`config.mk`:
```
export PLATFORM = sky130hd
export DESIGN_NAME = muldiv_hilo_ctrl
export DESIGN_NICKNAME = d
export VERILOG_FILES = /design/src/rtl/muldiv_hilo_ctrl.sv
export SDC_FILE = /design/constraint.sdc
export NUM_CORES = 1
export LEC_CHECK = 0
export CAP_MARGIN = 5
export CORE_AREA = 2 2 123 125
export DETAILED_ROUTE_END_ITERATION = 12
export DIE_AREA = 0 0 125 127
export PLACE_DENSITY_LB_ADDON = 0.12
export SYNTH_ARGS = -nofsm -noshare
export SYNTH_HDL_FRONTEND = slang
export SYNTH_SLANG_ARGS = --single-unit
```
`constraint.sdc`:
```
create_clock -name clk -period 6.01 [get_ports clk]
set_input_delay 1.202 -clock clk [delete_from_list [all_inputs] [get_ports clk]]
set_output_delay 1.202 -clock clk [all_outputs]
set_load 0.1 [all_outputs]
```
`src/rtl/muldiv_hilo_ctrl.sv`:
```
// Sequencer for the iterative shift-add multiplier plus the HI/LO register pair.
// Latches operands, strobes the load, counts iterations and captures the product.
module muldiv_hilo_ctrl #(
  parameter int W    = 32,
  parameter int ITER = 32,
  parameter int CW   = 6
) (
  input  logic         clk,
  input  logic         reset,
  input  logic         start,
  input  logic [W-1:0] srcA_in,
  input  logic [W-1:0] srcB_in,
  input  logic         mthi,
  input  logic         mtlo,
  input  logic [W-1:0] wr_data,
  input  logic [W-1:0] mult_hi,
  input  logic [W-1:0] mult_lo,
  output logic         multCtrl,
  output logic [W-1:0] mult_srcA,
  output logic [W-1:0] mult_srcB,
  output logic         busy,
  output logic         done,
  output logic [W-1:0] hi,
  output logic [W-1:0] lo
);

  typedef enum logic [1:0] {IDLE, LOAD, RUN, WRITE} state_t;

  localparam logic [CW-1:0] LAST = CW'(ITER - 1);

  state_t        state, state_nx;
  logic [CW-1:0] cnt;
  logic [W-1:0]  opA, opB;

  always_ff @(posedge clk or posedge reset) begin
    if (reset) state <= IDLE;
    else       state <= state_nx;
  end

  always_comb begin
    state_nx = state;
    case (state)
      IDLE:    if (start) state_nx = LOAD;
      LOAD:    state_nx = RUN;
      RUN:     if (cnt == LAST) state_nx = WRITE;
      WRITE:   state_nx = IDLE;
      default: state_nx = IDLE;
    endcase
  end

  // Operands only latch from IDLE, so stray starts mid-operation cannot disturb them.
  always_ff @(posedge clk or posedge reset) begin
    if (reset) begin
      cnt  <= '0;
      opA  <= '0;
      opB  <= '0;
      hi   <= '0;
      lo   <= '0;
      done <= 1'b0;
    end else begin
      done <= (state == WRITE);
      if (state == IDLE && start) begin
        opA <= srcA_in;
        opB <= srcB_in;
      end
      if (state == LOAD)     cnt <= '0;
      else if (state == RUN) cnt <= cnt + 1'b1;
      if (state == WRITE) begin
        hi <= mult_hi;
        lo <= mult_lo;
      end else if (state == IDLE) begin
        if (mthi) hi <= wr_data;
        if (mtlo) lo <= wr_data;
      end
    end
  end

  assign multCtrl  = (state == LOAD);
  assign busy      = (state != IDLE);
  assign mult_srcA = opA;
  assign mult_srcB = opB;

endmodule

```
==> results of run 1 <==
-- final timing paths --
path / cells after the start / to / startpoint
worst max-delay path: 3 / multCtrl / state[1]
worst min-delay path: 2 / lo[6] / lo[6]
worst max register to register: 5 / mult_srcB[25] / state[0]
worst min register to register: 2 / lo[6] / lo[6]
max in group asynchronous: 3 / hi[18] / reset
min in group asynchronous: 2 / mult_srcA[7] / reset
-- cell usage after synthesis (all sizes together) --
master	count	area, um^2
xor2	1	8.76
o32a	1	10.0
nor2b	34	213
a22o	1	8.76
dfrtp	137	3430
nand3	1	5.00
nand4	1	12.5
nand2	68	258
buf	26	156
mux2i	1	10.0
o21bai	2	37.5
inv	5	18.8
or3	1	6.26
a21oi	65	325
or2b	1	7.51
o21a	1	7.51
clkbuf	4	20.0
o31ai	1	7.51
a22oi	1	7.51
nor3	1	5.00
nand2b	1	6.26
ha	6	75.1
a31oi	1	6.26
mux2	64	721
o21ai	70	350
o32ai	1	8.76
-- kinds of logic after synthesis --
| group | after synthesis |
|---|---|
| mux | 65 |
| buf+inv | 35 |
| simple gates | 108 |
| xor+xnor | 1 |
| fa+ha+maj | 6 |
| compound gates | 144 |
| flops | 137 |
-- stage by stage --
stage | hold slack (ps) | std cells | setup WS [ps] | utilization, % | cell area [um^2]
after floorplan | 470 | 496 | 1140 | - | 5720
after global placement | 464 | 948 | 2840 | 60.8 | 8770
after detailed placement | 469 | 948 | 2820 | 60.8 | 8770
after CTS | 482 | 978 | 2340 | 64.9 | 9360
after global routing | 504 | 979 | 2280 | 65.0 | 9380
final | 474 | 979 | 2350 | 65.0 | 9380
-- area by class of cell --
type                       instances  share of cell area (%)
inverter                           5                   0.253
sequential                       137                    36.5
timing repair buffer             299                    31.9
tap                              184                    2.45
clock inverter                     9                    1.31
clock buffer                      21                    5.02
multi-input combinational        324                    22.5
-- worst max-delay path: stages (launching register included) --
cell	delay, ps
sky130_fd_sc_hd__dfrtp_1	440
sky130_fd_sc_hd__inv_1	120
sky130_fd_sc_hd__ha_1	290
sky130_fd_sc_hd__clkdlybuf4s50_1	1190
-- routing by layer --
| layer | global-route usage, % | share of wire, % |
|---|---|---|
| met1 | 22.4 | 37 |
| met2 | 37.2 | 53 |
| met3 | 7.29 | 7.6 |
| met4 | 8.10 | 2.3 |
| met5 | 0 | 0 |
-- flip-flops by register name, summed over array words and instances (netlist names) --
register and count:
state 2, mult_srcA 32, cnt 6, mult_srcB 32, hi 32, lo 32
done 1
==> impl_results.md, run 1 <==
- Fill count: 1,134
- Initial DRC count: between 200 and 250
- Dominant combinational cell family by area after synthesis: compound AO/OA/AOI/OAI gates
- Core box area: 0.0144 mm^2
- Synth Register Bits: 137
- Xor and xnor fraction of the mapped netlist area: 0.153%
- Total gr overflow: 0
- Slew of the pin with the lowest slew margin: 1050 ps
- FMAX: between 200 and 300 MHz
- CTS Sinks: 137
- Synth Area in Simple Gates: 8.97%
- Number of antenna diodes: 0
- Die Span Y: between 100 and 150 um
- Worst min-delay path category: flip-flop to flip-flop
- Final max-slew violation count: 0
- Share of final-layout standard cells stronger than drive strength 1: 13.0%
- Number of top-level design ports: 296
- Startpoint type of the worst setup path: flip-flop
- Number of vias per cell after detailed routing: 4.79
- Signed area change from the synthesized netlist to the final layout: 64.0%
- RSZ-0062 raised after global routing: false
- Fraction of synthesized area in multiplexers: 12.8%
- Setup slack on the worst flop-to-flop path: 3800 ps
- Vias after detailed routing: 4,694
- Overall die width: between 100 and 150 um
- Buffer count from post-CTS setup fixing: 0
- Mean routed wirelength per cell: about 17 um
- Post-CTS Resized: 0
- Most common library cell in the layout ignoring fill and taps: sky130_fd_sc_hd__clkdlybuf4s50_1
- Post-synth net total: 667
- First-pass GRT wire length: about 25,000 um
- Pre-Repair DR Iteration Count: 4
- Via count of the first global-routing pass: 4,912
- Worst slew slack as a fraction of its limit: 29.7%
- Type of the worst setup path: flip-flop to output port
- Setup clock skew after layout: 6.06 ps
- Initial Utilization: 39.7%
- Final ANT Viol Nets: 0
- Total count of hold-check failures in the final report: 0
- Crit Path Max Fanout: 7
- Total Nets Final: 955
- Clock-pin slew of the registers on the worst-case setup and hold paths: 60 ps
- Result of the run: complete, no violations
- Half-perimeter wire length after placement: 12,100 um
- Most frequent cells in the layout: 295 x sky130_fd_sc_hd__clkdlybuf4s50_1, 137 x sky130_fd_sc_hd__dfrtp_1, 67 x sky130_fd_sc_hd__nand2_1, 65 x sky130_fd_sc_hd__a21oi_1, 64 x sky130_fd_sc_hd__mux2_2
- Total of max-cap violations: 0
- Min cycle time layout: approximately 3700 ps
- Data required time of the worst path: 4810 ps
- Clock buffer count from CTS: 17
- Compound-Gate Fraction of Synth Area: 13.5%
- Adder-cell area share of the yosys netlist: 1.31%
- Port Buffer Count: a little under 300
- Final Cycle Share: between 60% and 70%
- H-tree level count: 4
- Mean post-synth cell area: 11.5 um^2
- Initial antenna violation count: 0
- Worst path arrival time: 2450 ps
- Global routing usage summed across all routing layers: 20.7%
- Remaining routing DRC violations: 0
- Number of failing setup endpoints in the final timing report: 0
- Area of combinational cells with multiple inputs: 0.00211 mm^2
- Root Driver: sky130_fd_sc_hd__clkbuf_16
- Library cells used by synthesis: 30
- Overall routed net length: 16,200 um
- Latest clock arrival within the worst-skew pair: 410 ps
- Cts-stage hold buffer count: 0
- Number of standard cells after synthesis: 496
- Largest net degree at the start of global routing: 100
- Area occupied by registers: 0.00343 mm^2
- Overall die area: 0.0159 mm^2
- Final estimated routing congestion in global placement: a little over 0.8
- Number of warnings printed during yosys synthesis: 0
- Crit. End Element: output port
- Post-Synthesis Cell Area: 0.00572 mm^2
- Number of buffers on the longest clock path: 2
- Sequential cell area fraction in the yosys report: around three fifths
- CTS tree: yes
- Total number of placement rows: 44
- TNS Setup: 0 ps
Power of run 1 is left out: the tool's default activity adds up to more than one toggle a clock period on the data nets, which glitch-free logic cannot reach.
==> inputs of run 2 (changes only) <==
--- a/config.mk
+++ b/config.mk
@@ -6,9 +6,9 @@
 export NUM_CORES = 1
 export LEC_CHECK = 0
 export CAP_MARGIN = 5
-export CORE_AREA = 2 2 123 125
+export CORE_AREA = 2 2 130 132
 export DETAILED_ROUTE_END_ITERATION = 12
-export DIE_AREA = 0 0 125 127
+export DIE_AREA = 0 0 132 134
 export PLACE_DENSITY_LB_ADDON = 0.12
 export SYNTH_ARGS = -nofsm -noshare
 export SYNTH_HDL_FRONTEND = slang
==> constraint.sdc (replaced) <==
create_clock -name clk -period 3 [get_ports clk]
set_input_delay 0.6 -clock clk [delete_from_list [all_inputs] [get_ports clk]]
set_output_delay 0.6 -clock clk [all_outputs]
set_load 0.1 [all_outputs]
==> run 2 against run 1 <==
  * Clock-buffer cell count decreased by 2
  * Cell count increased by 4.1%
  * Flip-flop and latch count unchanged
  * Global-route usage fell by 1.1 points
  * Die area increased by 11%
  * First-iteration DRC count decreased by 38%
  * Final area down 2.0%
  * Worst hold slack improved by 5.8 ps
  * Register-to-register slack lost 2900 ps
==> impl_results.md, run 2 (same netlist as run 1, synthesis figures left out) <==
- Result of the run: complete, no violations
- Vias after detailed routing: ~4.7k
- Die Span Y: approximately 130 um
- Worst min-delay path category: flip-flop to flip-flop
- Crit. End Element: output port
- Initial antenna violation count: 0
- Remaining routing DRC violations: 0
- Startpoint type of the worst setup path: flip-flop
- Type of the worst setup path: flip-flop to output port
- Final Cycle Share: about three quarters
- Number of placed instances, taps included: 988
- Total count of hold-check failures in the final report: 0
- Overall die width: 132 um
- Final estimated routing congestion in global placement: 0.786
- Buffer count from post-CTS setup fixing: 0
- Initial DRC count: around 140
- Global routing usage summed across all routing layers: 19.6%
- Slew of the pin with the lowest slew margin: between 700 and 800 ps
- Setup clock skew after layout: 6.42 ps
- Final design area excluding fillers: 0.00919 mm^2
- First-pass GRT wire length: ~27,000 um
- Total gr overflow: 0
- Signed area change from the synthesized netlist to the final layout: 60.6%
- Most common library cell in the layout ignoring fill and taps: sky130_fd_sc_hd__clkdlybuf4s50_1
- Latest clock arrival within the worst-skew pair: ~400 ps
- Data required time of the worst path: 2400 ps
- RSZ-0062 raised after global routing: false
- Slowest-stage cell, CP: sky130_fd_sc_hd__dfrtp_1
- FMAX: between 400 and 500 MHz
- Overall routed net length: 17,100 um
- Total Nets Final: 958
- Root Driver: sky130_fd_sc_hd__clkbuf_16
- Number of buffers on the longest clock path: 2
- Total number of placement rows: 47
- Worst path arrival time: 1650 ps
- Via count of the first global-routing pass: 4,745
- H-tree level count: 4
- Pre-Repair DR Iteration Count: 4
- Count of placed standard cells in the final layout, fillers left out: 1,019
- Min cycle time layout: 2250 ps
- Overall die area: ~0.018 mm^2
- CTS tree: yes
- Crit Path Max Fanout: 7
- Cts-stage hold buffer count: 0
- Half-perimeter wire length after placement: ~13,000 um
- Post-CTS Resized: 0
- Clock-pin slew of the registers on the worst-case setup and hold paths: 60 ps
- Number of vias per cell after detailed routing: 4.60
- Cell family contributing the most delay on the critical path: buffers and inverters
- Number of failing setup endpoints in the final timing report: 0
- TNS Setup: 0 ps
- Core box area: 0.0163 mm^2
- Area of combinational cells with multiple inputs: 0.00211 mm^2
- Final ANT Viol Nets: 0
- Number of antenna diodes: 0
- Area occupied by registers: ~0.0034 mm^2
- Max incr delay on CP: between 400 and 500 ps
- Final max-slew violation count: 0
- Share of final-layout standard cells stronger than drive strength 1: 29.9%
- Fill count: 1,430
- Clock buffer count from CTS: 17
- Port Buffer Count: roughly 300
- Total of max-cap violations: 0
- Largest net degree at the start of global routing: 71
- Most frequent cells in the layout: 164 x sky130_fd_sc_hd__clkdlybuf4s50_1, 137 x sky130_fd_sc_hd__dfrtp_1, 134 x sky130_fd_sc_hd__buf_4, 67 x sky130_fd_sc_hd__nand2_1, 65 x sky130_fd_sc_hd__a21oi_1
- Combined buffer and inverter count along the critical path: 2
- Initial Utilization: between 30% and 40%
- CTS Sinks: 137
- Number of top-level design ports: 296
- Placed inst area: 0.00856 mm^2
- Worst slew slack as a fraction of its limit: 50.0%
- Ordered cell list for the critical path: inv_1, ha_1, buf_4
- Mean routed wirelength per cell: 16.8 um
run 2: cell count changes in the layout (fill, tap and decap cells not counted), sizes merged:
cell and change:
clkdlybuf4s50 -131, clkbuf -2, clkinvlp +2, buf +134, bufinv +1
run 2: stage by stage:
stage          hold slack, ps  util (%)  setup slack, ps
2_1_floorplan             470         -              693
3_3_place_gp              466      52.6             1010
3_5_place_dp              472      52.6              943
4_1_cts                   484      56.4              736
5_1_grt                   504      56.4              683
6_report                  480      56.4              753
run 2: final timing paths:
path / from / end / slack [ps] / cells past startpoint
hold reg to reg: lo[14] / lo[14] / 480 / 2
max in group asynchronous: reset / mult_srcA[10] / 1630 / 3
setup reg to reg: state[1] / lo[11] / 920 / 5
hold / removal: lo[14] / lo[14] / 480 / 2
min in group asynchronous: reset / hi[10] / 590 / 2
setup / recovery: state[1] / multCtrl / 750 / 3
run 2: layer usage:
layer	wire [um]	up-vias	share of wire, %	track usage (%)
met5	0	-	0	0
met4	422	0	2.5	7.85
met3	970	29	5.7	4.91
met2	8650	178	50	33.8
met1	7100	2188	41	23.6
li1	-	2295	-	-
run 2: layout make-up:
cell class / instances / area share [%]
clock buffer: 19 / 4.93
clock inverter: 12 / 1.88
inverter: 5 / 0.245
multi-input combinational: 324 / 23.0
sequential: 137 / 37.3
tap: 220 / 3.00
timing repair buffer: 302 / 29.7
run 2: worst min-delay path: stages (launching register included):
cell and delay, ps:
sky130_fd_sc_hd__dfrtp_1 340, sky130_fd_sc_hd__nand2_1 50, sky130_fd_sc_hd__o21ai_0 60
Power of run 2 is left out for the same reason.
